<file path="src/rtl/screen_sched.sv">
// Frame-synchronous screen/menu scheduler: turns clicks, the back button and game_over
// into one-shot requests, holds one pending, and commits it at the start of vblank.
module screen_sched #(
  parameter int X_MIN      = 362,
  parameter int X_MAX      = 674,
  parameter int START_Y0   = 46,
  parameter int START_Y1   = 146,
  parameter int DIFF_Y0    = 238,
  parameter int DIFF_Y1    = 338,
  parameter int COLOR_Y0   = 430,
  parameter int COLOR_Y1   = 530,
  parameter int CRED_Y0    = 622,
  parameter int CRED_Y1    = 722,
  parameter int NUM_COLORS = 7
) (
  input  logic        clk,
  input  logic        rst,
  input  logic        vblnk_in,
  input  logic [11:0] xpos,
  input  logic [11:0] ypos,
  input  logic        mouse_left,
  input  logic        button,
  input  logic        game_over,
  output logic [1:0]  screen_sel,
  output logic        difficulty,
  output logic [2:0]  color_sel,
  output logic        pending,
  output logic        frame_tick
);

  typedef enum logic [2:0] {
    K_GO_GAME,
    K_GO_CRED,
    K_GO_MENU,
    K_TOG_DIFF,
    K_NEXT_COLOR
  } kind_t;

  localparam logic [1:0]  SCR_MENU  = 2'b00;
  localparam logic [1:0]  SCR_GAME  = 2'b01;
  localparam logic [1:0]  SCR_CRED  = 2'b10;
  localparam logic [1:0]  SCR_BAD   = 2'b11;
  localparam logic [11:0] XMN       = 12'(X_MIN);
  localparam logic [11:0] XMX       = 12'(X_MAX);
  localparam logic [11:0] SY0       = 12'(START_Y0);
  localparam logic [11:0] SY1       = 12'(START_Y1);
  localparam logic [11:0] DY0       = 12'(DIFF_Y0);
  localparam logic [11:0] DY1       = 12'(DIFF_Y1);
  localparam logic [11:0] CY0       = 12'(COLOR_Y0);
  localparam logic [11:0] CY1       = 12'(COLOR_Y1);
  localparam logic [11:0] RY0       = 12'(CRED_Y0);
  localparam logic [11:0] RY1       = 12'(CRED_Y1);
  localparam logic [2:0]  COLOR_TOP = 3'(NUM_COLORS - 1);

  logic        mouse_left_d, vblnk_d;
  logic        vld_p0;
  kind_t       pend_kind;
  logic        click, boundary, in_col;
  logic        req_vld;
  kind_t       req_kind;

  logic        mouse_left_d_nx, vblnk_d_nx, vld_nx, difficulty_nx, frame_tick_nx;
  kind_t       pend_kind_nx;
  logic [1:0]  screen_sel_nx;
  logic [2:0]  color_sel_nx;

  function automatic logic [2:0] next_color(input logic [2:0] c);
    return (c == COLOR_TOP) ? 3'd0 : c + 3'd1;
  endfunction

  assign click    = mouse_left & ~mouse_left_d;
  assign boundary = vblnk_in & ~vblnk_d;
  assign in_col   = (xpos >= XMN) && (xpos <= XMX);
  assign pending  = vld_p0;

  // Request decode: which one-shot request, if any, the current cycle raises
  always_comb begin
    req_vld  = 1'b0;
    req_kind = K_GO_MENU;
    case (screen_sel)
      SCR_MENU: begin
        if (click && in_col) begin
          if (ypos >= SY0 && ypos <= SY1) begin
            req_vld = 1'b1; req_kind = K_GO_GAME;
          end else if (ypos >= DY0 && ypos <= DY1) begin
            req_vld = 1'b1; req_kind = K_TOG_DIFF;
          end else if (ypos >= CY0 && ypos <= CY1) begin
            req_vld = 1'b1; req_kind = K_NEXT_COLOR;
          end else if (ypos >= RY0 && ypos <= RY1) begin
            req_vld = 1'b1; req_kind = K_GO_CRED;
          end
        end
      end
      SCR_GAME: req_vld = button | game_over;
      SCR_CRED: req_vld = button;
      default:  req_vld = 1'b0;
    endcase
  end

  // Commit / accept: a boundary with a pending request wins and drops any new request
  always_comb begin
    mouse_left_d_nx = mouse_left;
    vblnk_d_nx      = vblnk_in;
    vld_nx          = vld_p0;
    pend_kind_nx    = pend_kind;
    screen_sel_nx   = screen_sel;
    difficulty_nx   = difficulty;
    color_sel_nx    = color_sel;
    frame_tick_nx   = 1'b0;
    if (screen_sel == SCR_BAD) begin
      screen_sel_nx = SCR_MENU;
      vld_nx        = 1'b0;
    end else if (boundary && vld_p0) begin
      vld_nx        = 1'b0;
      frame_tick_nx = 1'b1;
      case (pend_kind)
        K_GO_GAME:    screen_sel_nx = SCR_GAME;
        K_GO_CRED:    screen_sel_nx = SCR_CRED;
        K_GO_MENU:    screen_sel_nx = SCR_MENU;
        K_TOG_DIFF:   difficulty_nx = ~difficulty;
        K_NEXT_COLOR: color_sel_nx  = next_color(color_sel);
        default:      screen_sel_nx = SCR_MENU;
      endcase
    end else if (!vld_p0 && req_vld) begin
      vld_nx       = 1'b1;
      pend_kind_nx = req_kind;
    end
  end

  // Registered state; edge detectors reset high so levels held through reset are not edges
  always_ff @(posedge clk) begin
    if (rst) begin
      mouse_left_d <= 1'b1;
      vblnk_d      <= 1'b1;
      vld_p0       <= 1'b0;
      pend_kind    <= K_GO_MENU;
      screen_sel   <= SCR_MENU;
      difficulty   <= 1'b0;
      color_sel    <= 3'd0;
      frame_tick   <= 1'b0;
    end else begin
      mouse_left_d <= mouse_left_d_nx;
      vblnk_d      <= vblnk_d_nx;
      vld_p0       <= vld_nx;
      pend_kind    <= pend_kind_nx;
      screen_sel   <= screen_sel_nx;
      difficulty   <= difficulty_nx;
      color_sel    <= color_sel_nx;
      frame_tick   <= frame_tick_nx;
    end
  end

endmodule

</file>
<file path="config.mk">
export PLATFORM = sky130hd
export DESIGN_NAME = screen_sched
export DESIGN_NICKNAME = d
export VERILOG_FILES = /design/src/rtl/screen_sched.sv
export SDC_FILE = /design/constraint.sdc
export NUM_CORES = 1
export LEC_CHECK = 0
export ABC_AREA = 0
export BUFFER_PORTS_ARGS = -buffer_cell sky130_fd_sc_hd__buf_2
export CAP_MARGIN = 20
export CORE_MARGIN = 5
export CORE_UTILIZATION = 40
export DETAILED_ROUTE_END_ITERATION = 10
export GPL_TIMING_DRIVEN = 0
export HOLD_SLACK_MARGIN = 0.1
export PLACE_DENSITY = 0.71
export REMOVE_ABC_BUFFERS = 1
export SYNTH_ARGS = -nofsm -noshare
export SYNTH_HDL_FRONTEND = slang
export SYNTH_SLANG_ARGS = --single-unit
</file>
<file path="constraint.sdc">
create_clock -name clk -period 2.7 [get_ports clk]
set_input_delay 0.54 -clock clk [delete_from_list [all_inputs] [get_ports clk]]
set_output_delay 0.54 -clock clk [all_outputs]
set_load 0.01 [all_outputs]
</file>
Word-level counts from Yosys, hierarchy flattened
Cells that the tools add are included.
{ "word_totals": {"latchBits": 0, "memories": 0, "mem_bits_rw": 0, "output_inout_bits": 8, "mem_bits_ro": 0, "regBits": 13} }
{ "classes": {"n_addsub": 1, "reduce_logical": 18, "bitwise": 9, "n_mux": 15, "div": 0, "n_mul": 0, "shifts": 0, "order_cmp": 10, "eq_ne": 7} }
{ "ops": {"columns": ["op", "count"], "rows": [
  ["<= comparator 12 x 10 -> 1 bit, second input constant", 3],
  ["greater-or-equal comparator 12 x 9 -> 1 bit, second input constant", 2],
  ["2-to-1 mux 3 bit", 6],
  ["greater-or-equal comparator 12 x 10 -> 1 bit, second input constant", 1],
  ["greater-or-equal comparator 12 x 6 -> 1 bit, second input constant", 1],
  ["greater-or-equal comparator 12 x 8 -> 1 bit, second input constant", 1],
  ["<= comparator 12 x 8 -> 1 bit, second input constant", 1],
  ["<= comparator 12 x 9 -> 1 bit, second input constant", 1],
  ["AND reduction 3 bit", 3],
  ["logical AND 1 bit", 8],
  ["== test 3 bit, second input constant", 2],
  ["2-to-1 mux 1 bit", 6],
  ["NOT 1 bit", 6],
  ["one-hot mux 2 bit (3 select lines)", 1],
  ["== test 2 bit, second input constant", 2],
  ["OR reduction 2 bit", 2],
  ["adder 3 x 1 -> 3 bit, second input constant", 1],
  ["== test 3 x 1 -> 1 bit, second input constant", 1],
  ["== test 3 x 2 -> 1 bit, second input constant", 1],
  ["logical NOT 3 bit", 1],
  ["one-hot mux 1 bit (3 select lines)", 1],
  ["OR reduction 3 bit", 1],
  ["bitwise AND 1 bit", 2],
  ["== test 2 x 1 -> 1 bit, second input constant", 1],
  ["other kinds (5)", 5]
]} }

Depth between registers and ports, before layout
{ "logic_depth": {"word_depth": 10, "depth_mapped": 7, "depth_no_buf": 6} }

Worst setup path after synthesis
Ideal clock, no wire load.
{ "synth_timing": {"path_type": "in2reg", "startpoint": "input ypos[11]", "endpoint": "register pend_kind[2]", "t_arrival_ps": 2023, "stages": 4, "n_path_buf": 0, "slack_ps": 607, "path_cell_list": "or4b_1 o41ai_1 or3b_1 a21oi_1"} }
{ "synth_between": {"elab_chain_cells": 10, "word_cells_on_any_way": 25, "cone_classes": "order compare (8); mux (11); reduce/logical (6)"} }
{ "synth_lines": {"columns": ["item", "line_no", "text"], "rows": [
  ["start, declared", "20", "input logic [11:0] ypos,"],
  ["greater-or-equal comparator 12 x 10 -> 1 bit or <= comparator 12 x 10 -> 1 bit (tied branches)", "89", "end else if (ypos >= RY0 && ypos <= RY1) begin"],
  ["logical AND 1 bit", "89", null],
  ["2-to-1 mux 1 bit", "89", null],
  ["2-to-1 mux 1 bit", "87", "end else if (ypos >= CY0 && ypos <= CY1) begin"],
  ["2-to-1 mux 1 bit", "85", "end else if (ypos >= DY0 && ypos <= DY1) begin"],
  ["2-to-1 mux 1 bit", "83", "if (ypos >= SY0 && ypos <= SY1) begin"],
  ["2-to-1 mux 1 bit", "82", "if (click && in_col) begin"],
  ["one-hot mux 1 bit (3 select lines)", "80", "case (screen_sel)"],
  ["logical AND 1 bit", "124", "end else if (!vld_p0 && req_vld) begin"],
  ["AND reduction 3 bit (no line)", null, null],
  ["end signal, assigned", "145", "pend_kind <= pend_kind_nx;"],
  ["end, declared", "57", "kind_t pend_kind;"]
]} }
Parallel ways exist; a longest one is shown, timed or not.
A chain may end at the register's enable or synchronous reset.

Final worst setup path
Same ends and word-level chain as after synthesis.

==> summary.md <==
| Metric | Value |
|---|---|
| Status | complete, no violations |
| Max-Cap Viols | 0 |
| Share of layout cells above drive strength 1 | 33.3% |
| Critical path startpoint category | primary input |
| Syn-to-layout area delta | 28.7% |
| Clk_lat worst skew | 0.27 ns |
| DRT iter0 DRCs | 21 |
| Crit end category | register |
| Std-Cell Rows | 16 |
| DRT antenna net count | 0 |
| Final Max Tran Viols | 0 |
| Initial Utilization | 42.2% |
| Cell Pwr Density | 341 nW/µm² |
| Final setup vio count | 0 |
| Leak Pwr | 0.467 nW |
| Syn Std Cell Area | 827 µm² |
| Yosys reg bits | 13 |
| Worst hold path type | in -> reg |
| CP Max Fanout | 3 |
| Nets@finish | 175 |
| Tot Pwr | 0.363 mW |
| Worst-path clk slew | 0.07 ns |
| Largest cells by area after synthesis | dfxtp_1 (31%), a21oi_1 (7.9%), o21ai_0 (6.7%) |
| Synth Instances | 105 |
| Yosys warnings | 0 |
| Critical path arrival | 2.26 ns |
| Post-CTS Repair Setup Buffers | 0 |
| All-Layer GR Usage | 13.5% |
| Die area | 3080 µm² |
| Area taken by multi-input logic gates | 552 µm² |
| Clk sinks | 13 |
| Crit-path cells | buf_2 -> or4b_1 -> o41ai_1 -> or3b_1 -> a21oi_1 |
| Vias/cell | 5.29 |
| FF/Latch Area | 260 µm² |
| Ports | 38 |
| Pre-CTS WS | 0.379 ns |
| Fin crit period | 2.05 ns |
| Port Buffers | 37 |
| # DRC | 0 |
| WS Path Type | in -> reg |
| Register area share after synthesis | 31.5% |
| Maximum operating frequency | 487 MHz |
| Yosys cell types | 40 |
| Total CTS buffers | 3 |
| Post-layout util | 54.3% |
| Initial antenna violation count | 0 |
| First-pass GRT wire length | 3.50 mm |
| Vias in the first global route | 831 |
| Synthesized area per cell | 7.88 µm² |
| Worst slew margin relative to its limit | 64.3% |
| Largest net degree at the start of global routing | 12 |
| H-tree depth | 1 |
| Ys async rst share | 0% |
| Critical Path RT | 2.91 ns |
| Total number of vias | 905 |
| Die Y | 55.5 µm |
| Routed wire length | 2.10 mm |
| Resized Gates After CTS | 0 |
| Final Skew | 0.00258 ns |
| DR WL/cell | 12.3 µm |
| CP max stage delay | 0.55 ns |
| ANT cells | 0 |
| RSZ-0062 raised after global routing | no |
| Fill count | 198 |
| Tcrit/Tclk final | 76.0% |
| Final hold violations | 0 |
| Final GP Congestion | 0.771 |
| Area leader, netlist | dfxtp_1 |
| VDD IR-drop max | 0.339 mV |
| Die Width | 55.5 µm |
| Clk root buf | clkbuf_4 |
| Global route total overflow | 0 |
| Post-synth top flop | dfxtp_1 |
| Final WS setup | 0.647 ns |
| TritonCTS clock tree | built |
| Top-area cell type share of the netlist area | 31.5% |
| Drt pass-1 iters | 4 |
| Post-synth EDFFs | 0 |
| Core area | 1960 µm² |
| Total negative setup slack | 0 ns |
| Hold Buf Count CTS | 0 |
| Tightest Pin Transition | 0.531 ns |
| CP max-delay cell | or4b_1 |
| Longest Clk Path Bufs | 2 |
| HPWL after DPL | 1.65 mm |
==> report_power, final <==
part / internal [mW] / switching, mW
logic: 0.0275 / 0.0274
clock network: 0.0572 / 0.0576
registers: 0.193 / 0.000351
total: 0.278 / 0.0854
==> sequential cells by signal, summed over array words and instances, names as in the netlist <==
name / cells
pend_kind: 3
color_sel: 3
difficulty: 1
mouse_left_d: 1
vblnk_d: 1
pending: 1
screen_sel: 2
frame_tick: 1
==> area by class of cell <==
type / count / area share (%)
multi-input combinational: 88 / 51.8
sequential: 13 / 24.4
timing repair buffer: 37 / 17.4
tap: 27 / 3.17
clock buffer: 4 / 2.47
inverter: 2 / 0.705
==> layer usage <==
metal  global-route usage [%]  vias up  wire length, µm
met5                        0        -                0
met4                     3.13        0                8
met3                     6.06        2              192
met2                     22.3       30              962
met1                     15.9      398              938
li1                         -      475                -
==> cell families after synthesis <==
family,count (synthesis),synth area share (%)
compound gates,42,33.4
xor+xnor,1,1.06
buf+inv,4,1.82
flops,13,31.5
mux,2,2.57
simple gates,43,29.7
==> synth_stat cells (2+ instances only) <==
master,instances
a21oi_1,13
dfxtp_1,13
o21ai_0,11
nand2_1,9
nor2_1,7
and2_1,4
nor2b_1,4
or2_2,3
a211oi_1,2
clkbuf_1,2
inv_1,2
nand3_1,2
nor3_1,2
nor4_1,2
o2111ai_1,2
o21bai_1,2
or2b_1,2
==> layout by cell type, fill, tap and decap left out, drive strengths merged, types with 2 or more instances in the layout <==
cell and instances:
a211oi 3, a21o 2, a21oi 13, and2 4, buf 37, clkbuf 4
dfxtp 13, inv 2, nand2 9, nand3 2, nor2 7, nor2b 4
nor3 2, nor4 2, o2111ai 2, o21ai 11, o21bai 2, or2 3
or2b 2
==> worst max-delay path: cells and delay by family <==
kind / cells / cell delay [ns]
AOI/OAI and AO/OA: 2 / 0.67
buffers and inverters: 1 / 0.11
and+or+nand+nor: 2 / 0.94
==> through the flow <==
step | hold WS [ns] | std cells | cell area, µm²
2_1_floorplan | 0.456 | 103 | 820
3_3_place_gp | 0.473 | 167 | 1040
4_1_cts | 0.466 | 171 | 1060
3_5_place_dp | 0.492 | 167 | 1040
5_1_grt | 0.462 | 171 | 1060
6_report | 0.468 | 171 | 1060
==> final timing paths <==
kind | start | end | slack (ns) | cells past startpoint
setup / recovery | ypos[11] | pend_kind[2]$_SDFFE_PP0P_ | 0.65 | 5
setup reg to reg | screen_sel[0]$_SDFFE_PP0P_ | pend_kind[2]$_SDFFE_PP0P_ | 0.67 | 6
hold reg to reg | color_sel[2]$_SDFFE_PP0P_ | color_sel[2]$_SDFFE_PP0P_ | 0.51 | 2
hold / removal | mouse_left | mouse_left_d$_SDFF_PP1_ | 0.47 | 2
(Power assumes the default switching activity.)
